==> config.mk <==
export PLATFORM = sky130hd
export DESIGN_NAME = sync_fifo_flat
export DESIGN_NICKNAME = d
export VERILOG_FILES = /design/src/rtl/sync_fifo_if.sv /design/src/rtl/sync_fifo.sv /design/src/flat_wrapper.sv
export SDC_FILE = /design/constraint.sdc
export NUM_CORES = 1
export LEC_CHECK = 0
export CAP_MARGIN = 40
export CELL_PAD_IN_SITES_DETAIL_PLACEMENT = 0
export CELL_PAD_IN_SITES_GLOBAL_PLACEMENT = 1
export CORE_MARGIN = 8
export CORE_UTILIZATION = 40
export DETAILED_ROUTE_END_ITERATION = 6
export GPL_TIMING_DRIVEN = 0
export PLACE_DENSITY_LB_ADDON = 0.1
export SYNTH_ARGS = -nofsm -noshare
export SYNTH_HDL_FRONTEND = slang
export SYNTH_SLANG_ARGS = --single-unit
==> constraint.sdc <==
create_clock -name clk -period 2 [get_ports clk]
set_clock_uncertainty 0.05 [all_clocks]
set_input_delay 0.6 -clock clk [delete_from_list [all_inputs] [get_ports clk]]
set_output_delay 0.6 -clock clk [all_outputs]
set_load 0.05 [all_outputs]
==> src/rtl/sync_fifo_if.sv <==
// Producer/consumer bundle for sync_fifo: handshake strobes, data and status.
// The master side drives requests; the slave side (the FIFO) returns data and status.
interface sync_fifo_if #(
  parameter int WIDTH = 8,
  parameter int CW    = 3
);
  logic             wr;
  logic             rd;
  logic [WIDTH-1:0] data_in;
  logic [WIDTH-1:0] data_out;
  logic             full;
  logic             empty;
  logic [CW-1:0]    count;
  logic             overflow;
  logic             underflow;

  modport master (
    output wr, rd, data_in,
    input  data_out, full, empty, count, overflow, underflow
  );

  modport slave (
    input  wr, rd, data_in,
    output data_out, full, empty, count, overflow, underflow
  );
endinterface

==> src/rtl/sync_fifo.sv <==
// Single-clock FIFO with registered read data, occupancy count and
// one-cycle overflow/underflow pulses; writes win over reads in the same cycle.
module sync_fifo #(
  parameter  int DEPTH = 4,
  parameter  int WIDTH = 8,
  localparam int CW    = $clog2(DEPTH + 1),
  localparam int PW    = $clog2(DEPTH)
) (
  input  logic        clk,
  input  logic        rst,
  sync_fifo_if.slave  bus
);

  logic [WIDTH-1:0] mem_q [DEPTH];
  logic [PW-1:0]    wp_q, wp_d;
  logic [PW-1:0]    rp_q, rp_d;
  logic [CW-1:0]    count_q, count_d;
  logic [WIDTH-1:0] dout_q, dout_d;
  logic             ovf_q, ovf_d;
  logic             udf_q, udf_d;
  logic             full_s, empty_s;
  logic             wr_acc_s, rd_acc_s;

  assign full_s  = (count_q == CW'(DEPTH));
  assign empty_s = (count_q == {CW{1'b0}});

  // Request arbitration and next-state computation
  always_comb begin
    wr_acc_s = bus.wr && !full_s;
    rd_acc_s = bus.rd && !empty_s && !wr_acc_s;
    ovf_d    = bus.wr && full_s;
    udf_d    = bus.rd && empty_s && !wr_acc_s;
    wp_d     = wp_q;
    rp_d     = rp_q;
    count_d  = count_q;
    dout_d   = dout_q;
    if (wr_acc_s) begin
      // Explicit wrap keeps non-power-of-2 depths correct
      wp_d    = (wp_q == PW'(DEPTH - 1)) ? {PW{1'b0}} : wp_q + PW'(1);
      count_d = count_q + CW'(1);
    end else if (rd_acc_s) begin
      rp_d    = (rp_q == PW'(DEPTH - 1)) ? {PW{1'b0}} : rp_q + PW'(1);
      count_d = count_q - CW'(1);
      dout_d  = mem_q[rp_q];
    end else begin
      count_d = count_q;
    end
  end

  // Control and output registers with synchronous active-low reset
  always_ff @(posedge clk) begin
    if (!rst) begin
      wp_q    <= {PW{1'b0}};
      rp_q    <= {PW{1'b0}};
      count_q <= {CW{1'b0}};
      dout_q  <= {WIDTH{1'b0}};
      ovf_q   <= 1'b0;
      udf_q   <= 1'b0;
    end else begin
      wp_q    <= wp_d;
      rp_q    <= rp_d;
      count_q <= count_d;
      dout_q  <= dout_d;
      ovf_q   <= ovf_d;
      udf_q   <= udf_d;
    end
  end

  // Storage array is deliberately left uncleared by reset
  always_ff @(posedge clk) begin
    if (rst && wr_acc_s) begin
      mem_q[wp_q] <= bus.data_in;
    end
  end

  assign bus.data_out  = dout_q;
  assign bus.full      = full_s;
  assign bus.empty     = empty_s;
  assign bus.count     = count_q;
  assign bus.overflow  = ovf_q;
  assign bus.underflow = udf_q;

endmodule

==> src/flat_wrapper.sv <==
// flat-port wrapper written by rule: the top's interface ports become plain ports
module sync_fifo_flat 
#(
  parameter  int DEPTH = 4,
  parameter  int WIDTH = 8,
  localparam int CW    = $clog2(DEPTH + 1),
  localparam int PW    = $clog2(DEPTH)
)
  (clk, rst, bus_wr, bus_rd, bus_data_in, bus_data_out, bus_full, bus_empty, bus_count, bus_overflow, bus_underflow);
  sync_fifo_if #(.WIDTH(WIDTH), .CW(3)) bus_i ();
  input  logic clk;
  input  logic rst;
  input wire logic [$bits(bus_i.wr)-1:0] bus_wr;
  input wire logic [$bits(bus_i.rd)-1:0] bus_rd;
  input wire logic [$bits(bus_i.data_in)-1:0] bus_data_in;
  output wire logic [$bits(bus_i.data_out)-1:0] bus_data_out;
  output wire logic [$bits(bus_i.full)-1:0] bus_full;
  output wire logic [$bits(bus_i.empty)-1:0] bus_empty;
  output wire logic [$bits(bus_i.count)-1:0] bus_count;
  output wire logic [$bits(bus_i.overflow)-1:0] bus_overflow;
  output wire logic [$bits(bus_i.underflow)-1:0] bus_underflow;
  assign bus_i.wr = bus_wr;
  assign bus_i.rd = bus_rd;
  assign bus_i.data_in = bus_data_in;
  assign bus_data_out = bus_i.data_out;
  assign bus_full = bus_i.full;
  assign bus_empty = bus_i.empty;
  assign bus_count = bus_i.count;
  assign bus_overflow = bus_i.overflow;
  assign bus_underflow = bus_i.underflow;
  sync_fifo #(.DEPTH(DEPTH), .WIDTH(WIDTH)) u_core (.clk(clk), .rst(rst), .bus(bus_i));
endmodule
Word-level counts from Yosys, hierarchy flattened

Memories as Yosys holds them, arrays and structs flattened. A register that Yosys moved wholly into a read port is not among the register bits.
Index checks and enable logic that the tools add are counted.
W data, S select, Z words.

Register bits after elaboration: 9
RAM bits: 32
Input port bits: 12
Output and inout port bits: 15
Memories kept: 1

Add/sub/neg operators: 4
Equality and inequality tests: 3
Muxes and demuxes: 6
Bitwise logic cells: 1
Reductions and logical operators: 14

Memories:

| name         | words | width | rd ports | clocked after memory_dff | write ports | RTL line        | source |
|---|---|---|---|---|---|---|---|
| u_core.mem_q | 4     | 8     | 1        | 1                        | 1           | sync_fifo.sv:14 | `logic [WIDTH-1:0] mem_q [DEPTH];` |

Operator list:

| kind                  | number |
|---|---|
| $logic_and A1 B1 Y1   | 7 |
| $mux W3               | 2 |
| $add A2 B1 Y2 const B | 2 |
| $eq A2 B2 Y1 const B  | 2 |
| $logic_not A1 Y1      | 4 |
| $mux W2               | 2 |
| $add A3 B1 Y3 const B | 1 |
| $eq A3 B3 Y1 const B  | 1 |
| $logic_not A3 Y1      | 1 |
| $sub A3 B1 Y3 const B | 1 |
| $mux W1               | 2 |
| $reduce_and A2 Y1     | 1 |
| $reduce_bool A2 Y1    | 1 |
| $not A1 Y1            | 1 |

Logic depth before layout (Yosys ltp)

Gate-level depths: netlist of run 1.

Depth in word-level cells: 7
Gate-level depth with buffers: 9
Gate-level depth less buffers: 8

Worst setup path before layout of run 1

No wires, ideal clock.

Kind: flip-flop to flip-flop
From: register u_core.count_q[2] (netlist: u_core.bus.count[2])
To: register u_core.count_q[2] (netlist: u_core.bus.count[2])
Arrival time: 2.448 ns
Path slack: -0.602 ns
Stages on the path, launching flop included: 9
Path buffers: 0
Period minus slack after synthesis: 2.602 ns
Cell sequence: dfxtp_1 > or3b_1 > inv_2 > nor3_1 > a21oi_1 > ha_1 > nor2b_1 > a211o_1 > a2111oi_2

Word-level cells in the longest chain between the ends: 6
Elaborated cells on any way between the ends: 13
Those cells by class: 2 x add/sub; 1 x eq/ne; 2 x mux; 8 x reduce/logical

Ends and longest elaborated chain:

| what                         | RTL line           | source |
|---|---|---|
| start: declaration           | sync_fifo.sv:17    | `logic [CW-1:0] count_q, count_d;` |
| start signal: assignment     | sync_fifo.sv:55    | `count_q <= {CW{1'b0}};` |
| start signal: assignment     | sync_fifo.sv:62    | `count_q <= count_d;` |
| $eq A3 B3 Y1 (*)             | sync_fifo.sv:24    | `assign full_s = (count_q == CW'(DEPTH));` |
| via bus_full                 | flat_wrapper.sv:17 | `output wire logic [$bits(bus_i.full)-1:0] bus_full;` |
| $logic_not A1 Y1 (*)         | sync_fifo.sv:29    | `wr_acc_s = bus.wr && !full_s;` |
| $logic_and A1 B1 Y1 (*)      | sync_fifo.sv:29    |  |
| $logic_not A1 Y1             | sync_fifo.sv:30    | `rd_acc_s = bus.rd && !empty_s && !wr_acc_s;` |
| $logic_and A1 B1 Y1          | sync_fifo.sv:30    |  |
| $reduce_bool A2 Y1 (no line) | -                  |  |

The timed path passes the listed nets; every way through them passes the cells marked *. The select of a mux whose other input is x is not followed.
A chain may end at the register's enable or synchronous reset.

Worst setup path after layout of run 1

From: register u_core.count_q[1] (netlist: u_core.bus.count[1])
To: output port bus_full

Word-level cells in the longest chain between the ends: 1

Ends and longest elaborated chain:

| what             | RTL line |
|---|---|
| $eq A3 B3 Y1     | sync_fifo.sv:24 |
| end: declaration | flat_wrapper.sv:17 |

Every way passes these cells.

==> qor.yml, run 1 <==
crit_buf_inv: 3
cp_top_family: "simple AND/OR/NAND/NOR gates"
swShare_pct: 30.5
hp-start: "u_core.bus.data_out[4]"
fin_crit_ns: 2.09
ys_ff_latch: 49
clock_sinks: 49
peakVddDrop_v: 0.000566
finalCritPeriodShare_pct: 105
die_width_um: 88.8
core_um2: 5110
drt-initial-drc-count: 96
routedLengthMet1_mm: 1.80
regArea_um2: 1310
layout-drive-gt1-share_pct: 31.8
final_core_util_pct: 52.0
n_fill_cell: 454
synth_area_um2: 2120
worstMarginPinSlew_ns: 0.520
cap_viol_max_count: 0
worstPathArrival_ns: 1.44
top_layer: "met4"
hp-class: "register to register"
fin_ws_ns: -0.0909
gr-total-overflow: 0
hold_path_end: "u_core.bus.data_out[4]"
worstReg2RegEnd: "u_core.bus.count[2]"
viasPerCell: 5.00
rsz0062_at_grt: "yes"
hold_viol_final: 0
grt_start_max_net_pins: 17
status: "complete, but fails checks"
nNetsFinal: 209
p_sw_uw: 718
die_height_um: 88.8
drcViolationCount: 0
synth_cells: 150
cts_tree: "yes"
ioPinCount: 27
ys_types: 35
sequentialPowerShare_pct: 49.8
multi_input_area_um2: 726
slowest_delay_ns: 0.42
wl_met3_um: 190
track_usage_pct: 11.4
crit_type: "register to output pin"
cts_root_buffer: "clkbuf_8"
hold_depth: 2
wl_met2_mm: 2.03
p_leak_uw: 0.00101
synth_top_area_share_pct: 45.4
port_buffers: 26
hpwl_mm: 2.86
hold_slack_ns: 0.431
path_clk_slew_ns: 0.09
drt-total-wl_mm: 4.06
num_rows: 26
slew_headroom_pct: 65.4
required_ns: 1.35
yosysWarnings: 0
combPwrFrac_pct: 25.8
setup_tns_ns: -0.190
syn_area_per_cell_um2: 14.1
cp-end-kind: "output pin"
yosysSeqAreaShare_pct: 61.4
layout_common_cells: "32 x edfxtp_1, 14 x inv_1, 14 x dfxtp_1, 13 x dlygate4sd2_1, 10 x nand2_1"
firstDrtPassIters: 4
cp_max_fo: 3
grt_pass1_wl_mm: 6.79
numCtsBuffers: 5
cp-start-kind: "register"
die_area_um2: 7880
drv_slew: 0
area.growth.synth_to_final_pct: 25.5
rr_worst_depth: 10
cts-htree-levels: 2
p_clk_share_pct: 24.4
ant_nets: 0
start_util_pct: 41.5
clkLatencyLatePin_ns: 0.29
crit_slowest_cell: "or3b_4"
intPower_uw: 1640
yosysTopAreaCell: "edfxtp_1"
r2r_slack_ns: -0.05
r2r-start: "u_core.bus.count[1]"
route.vias.total: 1310
syn-num-nets: 168
fmax_mhz: 478
power_density_nw_per_um2: 887
critical_path.cell_chain: "buf_6 > or3b_4 > inv_8 > buf_4"
clock_path_buffers: 2
wl_per_cell_um: 15.5
grt_antenna_before_repair: 0
setup_viol_count_final: 3
violations: "negative setup slack"
n_antenna_cell: 0
grt_pass1_vias: 1396
gp_congestion: 0.791
synthTopCellsByArea: "edfxtp_1 45%, dfxtp_1 16%, mux4_2 8.5%"
final_common_cell: "edfxtp_1"
logic make-up (layout without fill, tap and decap cells):
family / count (synthesis) / count (layout) / share of synthesized area (%)
AOI/OAI and AO/OA: 25 / 25 / 10.3
DFF: 49 / 49 / 61.4
buffers and inverters: 25 / 67 / 5.61
and+or+nand+nor: 36 / 36 / 10.2
muxes: 9 / 9 / 8.98
adders and majority gates: 6 / 6 / 3.54
through the flow:
step	std cells	power [µW]	setup slack, ns	area, µm²
finish	262	2360	-0.0909	2660
global route	262	2480	-0.152	2660
CTS	259	2370	-0.130	2620
detailed placement	246	1780	-0.647	2500
global placement	246	1770	-0.626	2500
floorplan	150	1610	-0.156	2150
worst max-delay path by stage:
| stage | start | endpoint | slack (ns) | cells past startpoint |
|---|---|---|---|---|
| final | u_core.bus.count[1] | bus_full | -0.09 | 4 |
| after global routing | u_core.bus.count[1] | u_core.bus.count[2] | -0.15 | 10 |
| after CTS | u_core.bus.count[1] | u_core.bus.count[2] | -0.13 | 9 |
| after detailed placement | bus_wr | u_core.bus.count[2] | -0.65 | 9 |
| after global placement | bus_wr | u_core.bus.count[2] | -0.63 | 9 |
| after floorplan | u_core.bus.count[1] | u_core.bus.count[2] | -0.16 | 9 |
cell type report:
cell class	instances	share of cell area (%)
flip-flops and latches	49	49.3
multi-input cells	76	27.3
repair buffers	34	11.6
well taps	70	3.30
inverters	17	2.78
clock buffers	5	2.59
plain buffers	8	2.35
clock inverters	3	0.800
cell usage after synthesis (all sizes together):
cell type and count:
edfxtp 32, dfxtp 17, inv 17, nand2 10
mux4 8, o22ai 8, a21oi 6, buf 6
ha 6, o21ai 5, and2 4, nand4 4
nor2 4, nand3 3, a31o 2, clkbuf 2
nor2b 2, nor3 2, a2111oi 1, a211o 1
a31oi 1, and3 1, and4 1, mux2i 1
nor3b 1, o221a 1, or3 1, or3b 1
or4 1, or4b 1
power groups by stage:
stage	logic [µW]	registers, µW	clock network [µW]
6_report	609	1170	574
5_1_grt	659	1180	633
4_1_cts	602	1170	595
3_5_place_dp	585	1200	0
3_3_place_gp	575	1190	0
2_1_floorplan	316	1300	0
sequential cells by signal, indices dropped and copies added (netlist names):
| signal | flops |
|---|---|
| u_core.mem_q | 32 |
| u_core.bus.data_out | 8 |
| u_core.bus.count | 3 |
| u_core.rp_q | 2 |
| u_core.wp_q | 2 |
| u_core.bus.overflow | 1 |
| u_core.bus.underflow | 1 |
routing by layer:
metal,track usage (%),vias up
met5,0,-
met4,3.23,0
met3,3.53,5
met2,18.8,22
met1,14.0,648
li1,-,635
worst reg2reg max path, delay by kind of cell (launching register included):
family,cells,cell delay [ns]
simple gates,4,0.62
compound gates,2,0.44
flops,1,0.35
buf+inv,3,0.28
fa+ha+maj,1,0.20
repair_timing:
item / CTS / global route
buffers inserted: 5 / 3
hold buffers: 0 / 0
setup endpoints to repair: 49 / 35
gates resized for setup: 36 / 6
pin swaps: 3 / 5
(Power assumes the default switching activity.)
==> inputs of run 2 (changes only) <==
CORE_UTILIZATION = 48   (was 40)
clock period = 2.6 ns   (was 2 ns; I/O delays follow)
==> qor.yml, run 2 (synthesis results as in run 1) <==
ant_nets: 0  # unchanged
status: "finished clean"
largest_reg_flops: 32  # unchanged
port_buffers: 26  # unchanged
hpwl_mm: 2.71  # -5.2%
cp-end-kind: "output pin"
grt_start_max_net_pins: 15  # -2
hold_viol_final: 0  # unchanged
layout_common_cells: "32 x edfxtp_1, 24 x clkdlybuf4s50_1, 16 x dfxtp_1, 15 x inv_1, 10 x nand2_1"
required_ns: 1.77  # +0.42 ns
place_inst: 228  # -7.3%
drcViolationCount: 0  # unchanged
cts_hold_buffers: 0  # unchanged
layout-drive-gt1-share_pct: 22.3  # -9.5 points
num_rows: 24  # -7.7%
crit_type: "register to output pin"
max_flop_register: "u_core.mem_q"
slew_headroom_pct: 62.4  # -2.9 points
setup_tns_ns: 0  # +0.190 ns
hp-class: "register to register"
r2r_slack_ns: 0.32  # +0.37 ns
p_leak_uw: 0.000909  # -10%
grt_antenna_before_repair: 0  # unchanged
fin_crit_ns: 2.51
worstMarginPinSlew_ns: 0.563  # +0.0436 ns
placed_area_um2: 2440  # -2.1%
wl_per_cell_um: 16.7  # +7.5%
rr_worst_depth: 9  # -1
dp_slack_ns: -0.310  # +0.338 ns
cp_max_fo: 8  # +5
viasPerCell: 5.40  # +8.1%
firstDrtPassIters: 4  # unchanged
start_util_pct: 49.3  # +7.9 points
cts_root_buffer: "clkbuf_8"
nNetsFinal: 201  # -3.8%
core_um2: 4290  # -16%
drt-total-wl_mm: 3.93  # -3.1%
setup_viol_count_final: 0  # -3
fmax_mhz: 399
fin_area_um2: 2570  # -3.3%
track_usage_pct: 12.8  # +1.3 points
cts_tree: "yes"
clkLatencyLatePin_ns: 0.30  # about the same
final_core_util_pct: 59.8  # +7.8 points
area.growth.synth_to_final_pct: 21.3
die_width_um: 82.4  # -7.1%
hp-start: "u_core.bus.data_out[1]"
clock_sinks: 49  # unchanged
cts_setup_buffers: 0  # -5
peakVddDrop_v: 0.000408  # -28%
fin_ws_ns: 0.0939  # +0.185 ns
grt_pass1_vias: 1307  # -6.4%
cts-htree-levels: 2  # unchanged
sequentialPowerShare_pct: 47.6  # -2.2 points
finalCritPeriodShare_pct: 96.4
stdcell_count: 236  # -9.9%
rsz0062_at_grt: "no"
route.vias.total: 1275  # -2.7%
n_antenna_cell: 0  # unchanged
cp-start-kind: "register"
hold_depth: 2  # unchanged
clock_path_buffers: 2  # unchanged
worstPathArrival_ns: 1.68  # +0.24 ns
intPower_uw: 1360  # -17%
die_area_um2: 6790  # -14%
drv_slew: 0  # unchanged
p_clk_share_pct: 29.2  # +4.8 points
worstReg2RegEnd: "u_core.bus.count[2]"
cap_viol_max_count: 0  # unchanged
numCtsBuffers: 5  # unchanged
grt_pass1_wl_mm: 6.44  # -5.2%
gp_congestion: 0.703  # -11%
path_clk_slew_ns: 0.09  # about the same
final_common_cell: "edfxtp_1"
die_height_um: 82.4  # -7.1%
drt-initial-drc-count: 55  # -43%
combPwrFrac_pct: 23.2  # -2.6 points
hold_path_end: "u_core.bus.data_out[1]"
gr-total-overflow: 0  # unchanged
r2r-start: "u_core.bus.count[1]"
power_density_nw_per_um2: 738  # -17%
ioPinCount: 27  # unchanged
swShare_pct: 28.0  # -2.5 points
p_sw_uw: 531  # -26%
## run 2: how the worst max path moves through the flow
stage                             start                  end  slack, ns  cells past startpoint
floorplan           u_core.bus.count[1]  u_core.bus.count[2]       0.05                      9
global placement                 bus_wr  u_core.bus.count[2]      -0.24                      9
detailed placement               bus_wr  u_core.bus.count[2]      -0.31                      9
CTS                              bus_wr  u_core.bus.count[2]       0.02                      9
global route        u_core.bus.count[0]            bus_empty       0.02                      4
finish              u_core.bus.count[0]            bus_empty       0.09                      4
## run 2: stage by stage
step                power [µW]  hold WS, ns
CTS                       1910        0.438
finish                    1900        0.436
floorplan                 1230        0.437
global placement          1350        0.419
detailed placement        1360        0.421
global route              1980        0.465
## run 2: layout make-up
| class | instances | area (µm²) |
|---|---|---|
| timing repair buffer | 26 | 256 |
| tap | 52 | 65.1 |
| buffer | 8 | 58.8 |
| inverter | 17 | 63.8 |
| fill | 339 | 1730 |
| multi-input combinational | 76 | 706 |
| sequential | 49 | 1300 |
| clock buffer | 7 | 86.3 |
| clock inverter | 1 | 30.0 |
## run 2: routing by layer
metal	vias to the layer above	GRT usage, %	share of wire (%)
met5	-	0	0
met1	624	16.2	46
met3	5	3.79	5.2
met4	0	5.61	1.2
met2	22	19.8	47
li1	624	-	-
## run 2: power by group through the flow
stage	Combinational (µW)	Clock [µW]	Sequential, µW
2_1_floorplan	234	0	994
3_3_place_gp	431	0	916
3_5_place_dp	441	0	920
4_1_cts	441	569	903
5_1_grt	473	593	909
6_report	440	553	902
## run 2: worst max-delay path, stage by stage (launching register included)
cell,delay (ns)
dfxtp_1,0.40
or3_1,0.40
buf_6,0.15
inv_1,0.06
clkdlybuf4s15_2,0.37
## run 2: timing repair
action                     4_1_cts  5_1_grt
gates resized for setup          6        5
setup endpoints to repair        2        2
hold endpoints to repair         0        0
cloned                           0        0
==> inputs of run 3 (changes only) <==
CTS_BUF_LIST = sky130_fd_sc_hd__clkbuf_16   (was not set)
==> qor.yml, run 3 (synthesis results as in run 1) <==
status: "finished clean"
cp-end-kind: "register"
dp_slack_ns: -0.310  # unchanged
n_antenna_cell: 0  # unchanged
critical_path.cell_chain: "clkdlybuf4s50_1 > buf_6 > inv_2 > nor3_2 > a21oi_1 > ha_2 > or4b_1 > nand3_1 > a2111oi_2"
max_flop_register: "u_core.mem_q"
power_density_nw_per_um2: 783  # +6.1%
cts_tree: "yes"
worstPathArrival_ns: 2.62  # +0.94 ns
fin_ws_ns: 0.0946  # +0.000656 ns
crit_buf_inv: 3  # unchanged
path_clk_slew_ns: 0.06  # -0.03 ns
cp-start-kind: "input port"
start_util_pct: 49.3  # unchanged
gp_congestion: 0.703  # unchanged
rsz0062_at_grt: "no"
numCtsBuffers: 5  # unchanged
num_rows: 24  # unchanged
ioPinCount: 27  # unchanged
sequentialPowerShare_pct: 44.2  # -3.4 points
grt_pass1_vias: 1294  # -0.99%
slew_headroom_pct: 62.6  # +0.13 points
die_height_um: 82.4  # unchanged
fin_crit_ns: 2.51  # -0.000656 ns
final_core_util_pct: 60.9  # +1.1 points
swShare_pct: 26.8  # -1.2 points
finalCritPeriodShare_pct: 96.4  # about the same
peakVddDrop_v: 0.000451  # +11%
route.vias.total: 1268  # -0.55%
grt_antenna_before_repair: 0  # unchanged
cts_root_buffer: "clkbuf_16"
drt-initial-drc-count: 66  # +20%
cts_hold_buffers: 0  # unchanged
intPower_uw: 1500  # +9.8%
viasPerCell: 5.37  # -0.55%
p_leak_uw: 0.000933  # +2.7%
ant_nets: 0  # unchanged
p_clk_share_pct: 34.4  # +5.2 points
layout_common_cells: "32 x edfxtp_1, 24 x clkdlybuf4s50_1, 16 x inv_1, 16 x dfxtp_1, 10 x nand2_1"
layout-drive-gt1-share_pct: 21.7  # -0.54 points
grt_pass1_wl_mm: 6.38  # -0.96%
core_um2: 4290  # unchanged
hold_slack_ns: 0.433  # -0.00343 ns
cp_top_family: "buffers and inverters"
crit_slowest_cell: "clkdlybuf4s50_1"
clock_path_buffers: 2  # unchanged
drv_slew: 0  # unchanged
clkLatencyLatePin_ns: 0.28  # -0.02 ns
cp_max_fo: 10  # +2
crit_type: "input port to register"
clock_sinks: 49  # unchanged
hold_viol_final: 0  # unchanged
hp-class: "register to register"
worstMarginPinSlew_ns: 0.561  # -0.00198 ns
final_common_cell: "edfxtp_1"
required_ns: 2.71  # +0.94 ns
slowest_delay_ns: 0.54  # +0.14 ns
firstDrtPassIters: 4  # unchanged
drcViolationCount: 0  # unchanged
fmax_mhz: 399  # about the same
n_fill_cell: 333  # -1.8%
combPwrFrac_pct: 21.4  # -1.8 points
grt_start_max_net_pins: 15  # unchanged
largest_reg_flops: 32  # unchanged
track_usage_pct: 12.8  # unchanged
wl_per_cell_um: 16.5  # -0.66%
area.growth.synth_to_final_pct: 23.4
port_buffers: 26  # unchanged
hpwl_mm: 2.71  # unchanged
p_sw_uw: 548  # +3.3%
die_width_um: 82.4  # unchanged
place_inst: 228  # unchanged
die_area_um2: 6790  # unchanged
cts-htree-levels: 2  # unchanged
nNetsFinal: 201  # unchanged
cap_viol_max_count: 0  # unchanged
drt-total-wl_mm: 3.90  # -0.66%
gr-total-overflow: 0  # unchanged
stdcell_count: 236  # unchanged
setup_viol_count_final: 0  # unchanged
[run 3: cell count changes in the layout (fill, tap and decap cells not counted), sizes merged]
cell | before | now
clkinv | 0 | 1
inv | 17 | 18
clkbuf | 9 | 7
[run 3: final cells by class]
type,count,area [µm²],share of cell area [%]
flip-flops and latches,49,1300,49.8
multi-input cells,76,706,27.0
repair buffers,26,256,9.81
clock buffers,5,125,4.78
well taps,52,65.1,2.49
inverters,17,63.8,2.44
plain buffers,8,58.8,2.25
clock inverters,3,37.5,1.44
[run 3: worst reg2reg max path, delay by kind of cell, from the launching register on]
| family | cells | cell delay, ns |
|---|---|---|
| compound gates | 3 | 0.74 |
| flops | 1 | 0.32 |
| fa+ha+maj | 1 | 0.24 |
| simple gates | 3 | 0.53 |
| buf+inv | 2 | 0.30 |
[run 3: power groups by stage]
| stage | logic [µW] | registers (µW) | clock network [µW] |
|---|---|---|---|
| 2_1_floorplan | 234 | 994 | 0 |
| 3_3_place_gp | 431 | 916 | 0 |
| 3_5_place_dp | 441 | 920 | 0 |
| 4_1_cts | 441 | 904 | 718 |
| 5_1_grt | 472 | 909 | 746 |
| 6_report | 439 | 904 | 704 |
[run 3: worst paths after layout]
path | start | endpoint | slack [ns] | depth (start not counted)
worst max-delay path | bus_wr | u_core.bus.count[2] | 0.09 | 9
worst min-delay path | u_core.bus.data_out[1] | u_core.bus.data_out[1] | 0.43 | 2
worst max register to register | u_core.bus.count[1] | u_core.bus.count[2] | 0.32 | 9
worst min register to register | u_core.bus.data_out[1] | u_core.bus.data_out[1] | 0.43 | 2
[run 3: layer usage]
layer	routed length, µm	GRT usage (%)	vias to the layer above
met5	0	0	-
li1	-	-	624
met1	1820	16.0	616
met2	1830	19.3	24
met4	41	6.14	0
met3	218	4.55	4
[run 3: metrics by stage]
step / instance area (µm²) / TNS, ns / total power, µW
finish: 2620 / 0 / 2050
global route: 2620 / 0 / 2130
CTS: 2610 / 0 / 2060
detailed placement: 2440 / -1.49 / 1360
global placement: 2440 / -0.308 / 1350
floorplan: 2120 / 0 / 1230
[run 3: what timing repair did]
item	4_1_cts	5_1_grt
setup endpoints to repair	3	2
gates resized for setup	7	4
buffers inserted	0	0
